**src/rtl/pc_pkg.sv**
```systemverilog
// Shared definitions for the program-counter / return-stack unit: op width and pc_ctl encodings.
package pc_pkg;

  localparam int PC_OP_W = 3;

  localparam logic [PC_OP_W-1:0] PC_OP_INC  = 3'd0;
  localparam logic [PC_OP_W-1:0] PC_OP_HOLD = 3'd1;
  localparam logic [PC_OP_W-1:0] PC_OP_BR   = 3'd2;
  localparam logic [PC_OP_W-1:0] PC_OP_BRC  = 3'd3;
  localparam logic [PC_OP_W-1:0] PC_OP_JR   = 3'd4;
  localparam logic [PC_OP_W-1:0] PC_OP_CALL = 3'd5;
  localparam logic [PC_OP_W-1:0] PC_OP_RET  = 3'd6;

endpackage

```
**src/rtl/pc_ras.sv**
```systemverilog
// Return-address stack: LIFO with occupancy pointer 0..STACK_DEPTH; push while full and
// pop while empty are ignored here, so the stack contents never change on a misuse.
module pc_ras #(
  parameter int DATA_BITS   = 6,
  parameter int STACK_DEPTH = 4
) (
  input  logic                 clka,
  input  logic                 reset,
  input  logic                 push,
  input  logic                 pop,
  input  logic [DATA_BITS-1:0] push_data,
  output logic [DATA_BITS-1:0] top_data,
  output logic                 full,
  output logic                 empty
);

  localparam int PTR_BITS = $clog2(STACK_DEPTH + 1);
  localparam int IDX_BITS = $clog2(STACK_DEPTH);

  logic [PTR_BITS-1:0]  ptr_q, ptr_d;
  logic [DATA_BITS-1:0] mem_q [STACK_DEPTH];
  logic [IDX_BITS-1:0]  wr_idx, rd_idx;

  assign full     = (ptr_q == PTR_BITS'(STACK_DEPTH));
  assign empty    = (ptr_q == '0);
  assign wr_idx   = IDX_BITS'(ptr_q);
  assign rd_idx   = IDX_BITS'(ptr_q - PTR_BITS'(1));
  assign top_data = mem_q[rd_idx];

  always_comb begin
    ptr_d = ptr_q;
    if (push && !full) begin
      ptr_d = ptr_q + PTR_BITS'(1);
    end else if (pop && !empty) begin
      ptr_d = ptr_q - PTR_BITS'(1);
    end
  end

  always_ff @(posedge clka or posedge reset) begin
    if (reset) begin
      ptr_q <= '0;
    end else begin
      ptr_q <= ptr_d;
    end
  end

  // Entries need no reset: only the pointer decides what is observable.
  always_ff @(posedge clka) begin
    if (push && !full) begin
      mem_q[wr_idx] <= push_data;
    end
  end

endmodule

```
**src/rtl/pc_stack_unit.sv**
```systemverilog
// Program counter with next-PC mux and sticky stack error flag. The return-address stack
// is built only when PC_CALL_STACK_EN is defined; otherwise CALL acts as BR and RET as INC.
module pc_stack_unit
  import pc_pkg::*;
#(
  parameter int                 PC_BITS     = 6,
  parameter int                 REG_BITS    = 8,
  parameter int                 STACK_DEPTH = 4,
  parameter logic [PC_BITS-1:0] RESET_PC    = '0
) (
  input  logic                clka,
  input  logic                reset,
  input  logic                pc_latch_data,
  input  logic [PC_OP_W-1:0]  pc_ctl,
  input  logic [PC_BITS-1:0]  imm,
  input  logic [REG_BITS-1:0] sr1_val,
  input  logic                br_cond,
  output logic [PC_BITS-1:0]  pc_out,
  output logic                stack_full,
  output logic                stack_empty,
  output logic                stack_err
);

  if (STACK_DEPTH < 2 || STACK_DEPTH > 16) begin : g_bad_depth
    $error("pc_stack_unit: STACK_DEPTH must be in 2..16");
  end

  logic [PC_BITS-1:0] pc_q, pc_d;
  logic [PC_BITS-1:0] pc_inc;
  logic [PC_BITS-1:0] jr_target;
  logic [PC_BITS-1:0] ret_target;

  assign pc_inc    = pc_q + PC_BITS'(1);
  assign jr_target = PC_BITS'(sr1_val);
  assign pc_out    = pc_q;

`ifdef PC_CALL_STACK_EN
  logic               is_call, is_ret;
  logic               ras_full, ras_empty;
  logic [PC_BITS-1:0] ras_top;
  logic               err_q, err_d;

  assign is_call = pc_latch_data && (pc_ctl == PC_OP_CALL);
  assign is_ret  = pc_latch_data && (pc_ctl == PC_OP_RET);

  pc_ras #(
    .DATA_BITS  (PC_BITS),
    .STACK_DEPTH(STACK_DEPTH)
  ) u_ras (
    .clka     (clka),
    .reset    (reset),
    .push     (is_call),
    .pop      (is_ret),
    .push_data(pc_inc),
    .top_data (ras_top),
    .full     (ras_full),
    .empty    (ras_empty)
  );

  // An empty-stack RET falls through to the next instruction.
  assign ret_target = ras_empty ? pc_inc : ras_top;
  assign err_d      = err_q | (is_call && ras_full) | (is_ret && ras_empty);

  always_ff @(posedge clka or posedge reset) begin
    if (reset) begin
      err_q <= 1'b0;
    end else begin
      err_q <= err_d;
    end
  end

  assign stack_full  = ras_full;
  assign stack_empty = ras_empty;
  assign stack_err   = err_q;
`else
  assign ret_target  = pc_inc;
  assign stack_full  = 1'b0;
  assign stack_empty = 1'b1;
  assign stack_err   = 1'b0;
`endif

  always_comb begin
    pc_d = pc_q;
    case (pc_ctl)
      PC_OP_INC:  pc_d = pc_inc;
      PC_OP_HOLD: pc_d = pc_q;
      PC_OP_BR:   pc_d = imm;
      PC_OP_BRC:  pc_d = br_cond ? imm : pc_inc;
      PC_OP_JR:   pc_d = jr_target;
      PC_OP_CALL: pc_d = imm;
      PC_OP_RET:  pc_d = ret_target;
      default:    pc_d = pc_q;
    endcase
  end

  always_ff @(posedge clka or posedge reset) begin
    if (reset) begin
      pc_q <= RESET_PC;
    end else if (pc_latch_data) begin
      pc_q <= pc_d;
    end
  end

endmodule

```
**config.mk**
```make
export PLATFORM = sky130hd
export DESIGN_NAME = pc_stack_unit
export DESIGN_NICKNAME = d
export VERILOG_FILES = /design/src/rtl/pc_pkg.sv /design/src/rtl/pc_ras.sv /design/src/rtl/pc_stack_unit.sv
export SDC_FILE = /design/constraint.sdc
export NUM_CORES = 1
export LEC_CHECK = 0
export ABC_AREA = 1
export CAP_MARGIN = 15
export CORE_MARGIN = 5
export CORE_UTILIZATION = 43
export DETAILED_ROUTE_END_ITERATION = 10
export HOLD_SLACK_MARGIN = 0.15
export PLACE_DENSITY_LB_ADDON = 0.25
export SYNTH_ARGS = -nofsm -noshare
export SYNTH_HDL_FRONTEND = slang
export SYNTH_SLANG_ARGS = --single-unit
```
**constraint.sdc**
```tcl
create_clock -name clka -period 2.2 [get_ports clka]
set_input_delay 0.44 -clock clka [delete_from_list [all_inputs] [get_ports clka]]
set_output_delay 0.44 -clock clka [all_outputs]
set_load 0.01 [all_outputs]
```
# Yosys cells after proc, flatten, opt, wreduce, memory -nomap -nowiden
# Cells that the tools add are included.
[op_classes]
reduce_logical = 5
addsub = 1
mux = 2
n_eq_ne = 5
[op_table]
columns = ["op", "count"]
rows = [
  ["case mux 6 bit (4 select lines)", 1],
  ["equality test 3 bit (second input constant)", 3],
  ["adder 6 x 1 -> 6 bit (second input constant)", 1],
  ["equality test 3 x 2 -> 1 bit (second input constant)", 2],
  ["two-way mux 6 bit", 1],
  ["nonzero test 4 bit", 1],
  ["OR reduction 2 bit", 2],
  ["zero test 3 bit", 1],
  ["AND reduction 2 bit", 1],
]
[totals]
reg_bits = 6
elab_cells = 14
output_inout_bits = 9
input_bits = 21

# Longest topological paths before layout
# Gate-level depths: netlist (run 1).
[logic_depth]
ltp_word = 4
mapped_depth = 9
depth_no_buf = 9

# Least setup slack after synthesis (run 1)
# OpenSTA, ideal clock, no wires.
[synth_path]
path_type = "register to register"
from = "register pc_q[0] (netlist: pc_out[0])"
to = "register pc_q[4] (netlist: pc_out[4])"
n_path_buf = 0
synth_period_minus_slack_ns = 1.194
required_time_ns = 2.083
path_stages_with_launch = 9
slack_ns = 1.006
arrival_time_ns = 1.077
setup_time_ns = 0.117
cell_sequence = "dfrtp_1 > ha_1 > nand3_1 > nand2_1 > nand2_1 > nand2_1 > nand3_1 > nor2_1 > nor2_1"
[synth_via]
elab_chain_len = 3
[synth_rtl]
columns = ["item", "line", "rtl"]
rows = [
  ["start, declared", "pc_stack_unit.sv:28", "logic [PC_BITS-1:0] pc_q, pc_d;"],
  ["start signal, assigned", "pc_stack_unit.sv:100", "pc_q <= pc_d;"],
  ["adder 6 x 1 -> 6 bit (*)", "pc_stack_unit.sv:33", "assign pc_inc = pc_q + PC_BITS'(1);"],
  ["two-way mux 6 bit", "pc_stack_unit.sv:88", "PC_OP_BRC: pc_d = br_cond ? imm : pc_inc;"],
  ["case mux 6 bit (4 select lines) (*)", "pc_stack_unit.sv:84", "case (pc_ctl)"],
]
# Every way passes the cells marked *; elsewhere a longest branch is shown, timed or not.
# A chain may end at the register's enable or synchronous reset.

# Worst setup path after layout (run 1)
[layout_path]
from = "register pc_q[2] (netlist: pc_out[2])"
to = "output port pc_out[2]"
[layout_lines]
columns = ["item", "line", "rtl"]
rows = [
  ["end, declared", "pc_stack_unit.sv:18", "output logic [PC_BITS-1:0] pc_out,"],
]
# No word-level cell between the ends.

==> results by group, run 1 <==
Final layout
  • Area grow syn2layout: 41.7%
  • Max FFs per register: 6
  • Antenna fix cells: 0
  • Final Core Density: 0.662
  • Share of cells above drive strength 1: 0.0500
  • Final nets: 164

Synth
  • Sequential-to-total area share from yosys stat: 0.238
  • Synth Instances: 115
  • Synth Area in Adders: 0.0198
  • Cell variety after synth: 16
  • Xor and xnor area share after synthesis: 0.0139
  • Main combinational cell family by area after synthesis: simple AND/OR/NAND/NOR gates
  • Post-Syn Area: 631 sq um
  • Mux cell area share after synthesis: 0
  • #FFs+latches synth: 6
  • Synth warn: 0
  • Average cell area after synthesis: 5.48 sq um
  • Synth Area in Simple Gates: 0.567
  • Synth Area in Compound Gates: 0.0357

STA
  • PnR worst setup slack: 0.468 ns
  • Period minus WS final: 1.73 ns
  • Max Fclk: 577 MHz
  • Final setup viols: 0
  • Final setup skew: 0.00482 ns
  • Setup TNS: 0 ns
  • Final Hold Vio Count: 0
  • RSZ-0062 raised after global routing: false
  • Period utilisation layout: 0.787
  • Max-slew violations: 0

Power
  • Worst VDD drop: 358 uV
  • Power Dens Cells: 563 nW/um^2
  • P_leak: 0.474 nW
  • Total power: 0.000503 W

Die
  • I/O pin count: 30
  • Core footprint: 1350 sq um
  • Num rows: 13
  • Die Wd: 48.3 microns
  • Starting Density: 0.467
  • DIE AREA: 2330 sq um
  • DIE HEIGHT: 48.3 microns

Clocking
  • CTS tree: built
  • # Post-CTS Setup Buffers: 0
  • CTS buffer count: 3
  • Hold buffer count at CTS: 0
  • Clock Path Buffers: 2
  • Cts repair resizes: 0
  • Sink Count: 6
  • Clk_lat worst skew: 0.24 ns
  • Clock slew at reported path FFs: 0.04 ns
  • Number of H-tree levels: 1
  • Root Buffer: clkbuf_4

Place
  • Dpl hpwl: 1.39 mm
  • Placer Congestion: 0.842
  • Pre-CTS setup slack: 0.312 ns
  • # port buffers: 24

Drt
  • Router iterations before antenna repair: 4
  • DRC violations left: 0
  • Routed WL per cell: 10.4 microns
  • Via Count: 755
  • Vias per cell: 4.87
  • ANT nets after route: 0
  • DRT iter0 DRCs: 16
  • Drt total wl: 1.61 mm

Worst setup path
  • CP required: 1.76 ns
  • Critical path fanouts, max: 7
  • CP arrival: 1.29 ns
  • CP max stage cell: clkdlybuf4s50_1
  • Worst path cell trace: clkdlybuf4s50_1
  • Critical Path Start Type: register
  • Worst setup EP type: output port
  • Delay-heaviest family, CP: buffers and inverters
  • CP Class: register to output port
  • CP Buf/Inv Count: 1
  • CP peak stage delay: 0.58 ns

Run status
  • Outcome: finished, final reports clean

Min path
  • Worst hold path class: primary input to asynchronous set/reset pin

GRT
  • Initial antenna violation count: 0
  • Number of global-route vias before repair: 645
  • Total track usage: 0.154
  • First-pass GRT wire length: 2.48 mm
  • Largest net degree at the start of global routing: 10
  • Aggregate global routing overflow: 0

Job
  • Max-cap violations: 0
-- power by group --
part	switching, W	internal, W
combinational	0.000115	0.000121
clock	0.0000374	0.0000615
sequential	0.0000340	0.000134
total	0.000186	0.000317
-- path summary, 6_finish.rpt --
path | slack [ns] | from | to | depth (start not counted)
max | 0.47 | pc_out[2]$_DFFE_PP0P_ | pc_out[2] | 1
min | 0.41 | reset | pc_out[4]$_DFFE_PP0P_ | 2
max reg2reg | 0.93 | pc_out[0]$_DFFE_PP0P_ | pc_out[4]$_DFFE_PP0P_ | 8
min reg2reg | 0.59 | pc_out[5]$_DFFE_PP0P_ | pc_out[5]$_DFFE_PP0P_ | 2
max in group asynchronous | 1.60 | reset | pc_out[5]$_DFFE_PP0P_ | 2
min in group clka | 0.59 | pc_out[5]$_DFFE_PP0P_ | pc_out[5]$_DFFE_PP0P_ | 2
-- synthesized netlist by cell type --
cell type,n,area share
nand2_1,45,0.27
nor2_1,18,0.11
nand3_1,16,0.13
inv_1,12,0.071
dfrtp_1,6,0.24
a21oi_1,3,0.024
buf_4,3,0.036
conb_1,2,0.012
nand2_2,2,0.020
nand4_1,2,0.020
ha_1,1,0.020
inv_2,1,0.0059
nand3_2,1,0.016
o21bai_1,1,0.012
or2_0,1,0.0099
xor2_1,1,0.014
-- cells by family (layout without fill, tap and decap cells) --
logic type | count (synthesis) | count (layout)
XOR/XNOR | 1 | 1
AO/OA/AOI/OAI | 4 | 4
AND/OR/NAND/NOR | 85 | 85
other | 2 | 3
adder cells (fa/ha/maj) | 1 | 1
buffers and inverters | 16 | 40
flip-flops | 6 | 6
-- per-stage QoR --
stage,cells,instance area [sq um],hold slack [ns]
5_1_grt,155,893,0.437
2_1_floorplan,116,634,0.231
6_report,155,893,0.407
3_3_place_gp,152,871,0.562
4_1_cts,155,893,0.407
3_5_place_dp,152,871,0.587
-- cells in the final DEF (no fill, tap or decap) --
cell	netlist	final
ha_1	1	1
inv_2	1	1
nand4_1	2	2
nand3_2	1	1
xor2_1	1	1
conb_1	2	3
clkdlybuf4s50_1	0	24
or2_0	1	1
o21bai_1	1	1
nand2_1	45	45
nand3_1	16	16
nand2_2	2	2
clkbuf_4	0	3
inv_1	12	12
nor2_1	18	18
dfrtp_1	6	6
a21oi_1	3	3
-- area by class of cell --
| cell class | count | area, sq um |
|---|---|---|
| inverters | 13 | 48.8 |
| well taps | 15 | 18.8 |
| clock buffers | 3 | 22.5 |
| fillers | 132 | 457 |
| flip-flops and latches | 6 | 150 |
| repair buffers | 24 | 240 |
| multi-input cells | 94 | 413 |
-- routing by layer --
metal  up-vias  part of all wire  global-route usage
met5         -                 0                   0
met3         4             0.075              0.0701
li1        402                 -                   -
met2        22              0.48               0.253
met4         0             0.022              0.0430
met1       327              0.42               0.181
Power figures use the tool's default switching activity.
==> run 2, diff against run 1 <==
--- a/config.mk
+++ b/config.mk
@@ -7,8 +7,9 @@
 export LEC_CHECK = 0
 export ABC_AREA = 1
 export CAP_MARGIN = 15
+export CORE_ASPECT_RATIO = 1.25
 export CORE_MARGIN = 5
-export CORE_UTILIZATION = 43
+export CORE_UTILIZATION = 36
 export DETAILED_ROUTE_END_ITERATION = 10
 export HOLD_SLACK_MARGIN = 0.15
 export PLACE_DENSITY_LB_ADDON = 0.25
==> constraint.sdc (replaced) <==
create_clock -name clka -period 1.5 [get_ports clka]
set_input_delay 0.3 -clock clka [delete_from_list [all_inputs] [get_ports clka]]
set_output_delay 0.3 -clock clka [all_outputs]
set_load 0.01 [all_outputs]
==> results by group, run 2 (synthesized netlist as in run 1, its figures left out) <==
Clocking
  • Clock slew at reported path FFs: 0.05 ns
  • Root Buffer: clkbuf_4
  • Number of H-tree levels: 1
  • Hold buffer count at CTS: 0
  • Sink Count: 6
  • CTS tree: built
  • CTS buffer count: 3
  • Clk_lat worst skew: 0.24 ns
  • Clock Path Buffers: 2

Place
  • Pre-CTS setup slack: -0.190 ns
  • Placer Congestion: 0.780
  • Dpl hpwl: 1.40 mm
  • # port buffers: 24
  • Cell Area, Placed: 956 sq um

STA
  • Max-slew violations: 0
  • Final Hold Vio Count: 0
  • Final setup skew: 0.00401 ns
  • Period utilisation layout: 0.941
  • Max Fclk: 709 MHz
  • Period minus WS final: 1.41 ns
  • Worst hold slack: 0.274 ns
  • PnR worst setup slack: 0.0886 ns
  • Final setup viols: 0
  • RSZ-0062 raised after global routing: false

Worst setup path
  • Critical Path Start Type: register
  • R2R cell count: 8
  • Worst path cell trace: clkdlybuf4s50_1
  • CP Class: register to output port
  • Delay-heaviest family, CP: buffers and inverters
  • CP peak stage delay: 0.53 ns
  • Critical Path Stages: 1
  • CP arrival: 1.11 ns
  • CP Buf/Inv Count: 1
  • CP max stage cell: clkdlybuf4s50_1
  • Worst setup EP type: output port
  • CP required: 1.20 ns
  • Critical path fanouts, max: 2

GRT
  • Total track usage: 0.128
  • First-pass GRT wire length: 2.61 mm
  • Aggregate global routing overflow: 0
  • Number of global-route vias before repair: 694
  • Largest net degree at the start of global routing: 9
  • Initial antenna violation count: 0

Job
  • Max-cap violations: 0

Die
  • DIE HEIGHT: 56.8 microns
  • I/O pin count: 30
  • Num rows: 17
  • Die Wd: 47.4 microns
  • Starting Density: 0.366
  • Core footprint: 1720 sq um
  • DIE AREA: 2690 sq um

Drt
  • Drt total wl: 1.62 mm
  • Router iterations before antenna repair: 4
  • DRC violations left: 0
  • Vias per cell: 4.70
  • ANT nets after route: 0
  • Routed WL per cell: 9.59 microns
  • DRT iter0 DRCs: 12
  • Via Count: 795

Final layout
  • Final nets: 174
  • Leading cell types in the layout, fill and taps excluded: nand2_1, nor2_1, clkdlybuf4s50_1
  • Final Cell Area: 1000 sq um
  • Max FFs per register: 6
  • Antenna fix cells: 0
  • Final Core Density: 0.580
  • Area grow syn2layout: 58.5%
  • Commonest non-fill, non-tap cell in the layout: nand2_1
  • Share of cells above drive strength 1: 0.120

Run status
  • Outcome: finished, final reports clean

Power
  • P_leak: 0.569 nW
  • Power Dens Cells: 767 nW/um^2
  • Worst VDD drop: 702 uV

Min path
  • Worst hold path class: primary input to asynchronous set/reset pin
## run 2: changes by cell type in the layout (fill, tap and decap cells not counted), sizes merged
cell | previous run | this run
buf | 0 | 10
clkdlybuf4s50 | 24 | 17
dlygate4sd2 | 0 | 3
dlymetal6s2s | 0 | 4
## run 2: through the flow
step / std cells / total power, W / TNS [ns]
finish: 169 / 0.000767 / 0
global route: 169 / 0.000843 / 0
CTS: 169 / 0.000777 / 0
detailed placement: 165 / 0.000629 / -1.01
global placement: 165 / 0.000620 / -0.899
floorplan: 116 / 0.000437 / 0
## run 2: path summary, 6_finish.rpt
check	start	endpoint	slack (ns)
min in group clka	pc_out[5]$_DFFE_PP0P_	pc_out[5]$_DFFE_PP0P_	0.59
max in group asynchronous	reset	pc_out[2]$_DFFE_PP0P_	1.03
worst max-delay path	pc_out[3]$_DFFE_PP0P_	pc_out[3]	0.09
worst max register to register	pc_out[0]$_DFFE_PP0P_	pc_out[4]$_DFFE_PP0P_	0.25
worst min register to register	pc_out[5]$_DFFE_PP0P_	pc_out[5]$_DFFE_PP0P_	0.59
worst min-delay path	reset	pc_out[1]$_DFFE_PP0P_	0.27
## run 2: power breakdown
part           internal, W  leakage, nW  total [W]  switching [W]
registers         0.000196       0.0674   0.000228      0.0000316
clock network    0.0000904       0.0138   0.000146      0.0000560
logic             0.000198        0.487   0.000392       0.000194
## run 2: timing repair
item / 4_1_cts / 5_1_grt
pin swaps: 0 / 0
endpoints found under the setup margin: 4 / 7
resized for setup: 3 / 6
buffers inserted: 1 / 0
## run 2: area by class of cell
type / instances / area [sq um]
Clock buffer: 3 / 22.5
Inverter: 13 / 48.8
Tap cell: 19 / 23.8
Sequential cell: 6 / 150
Timing Repair Buffer: 34 / 334
Fill cell: 177 / 723
Multi-Input combinational cell: 94 / 420
## run 2: routing by layer
layer,part of all wire,global-route usage,wire [microns],up-vias
li1,-,-,-,425
met1,0.40,0.146,649,349
met2,0.53,0.220,855,21
met3,0.072,0.0385,116,0
met4,0,0.0316,0,0
met5,0,0,0,-
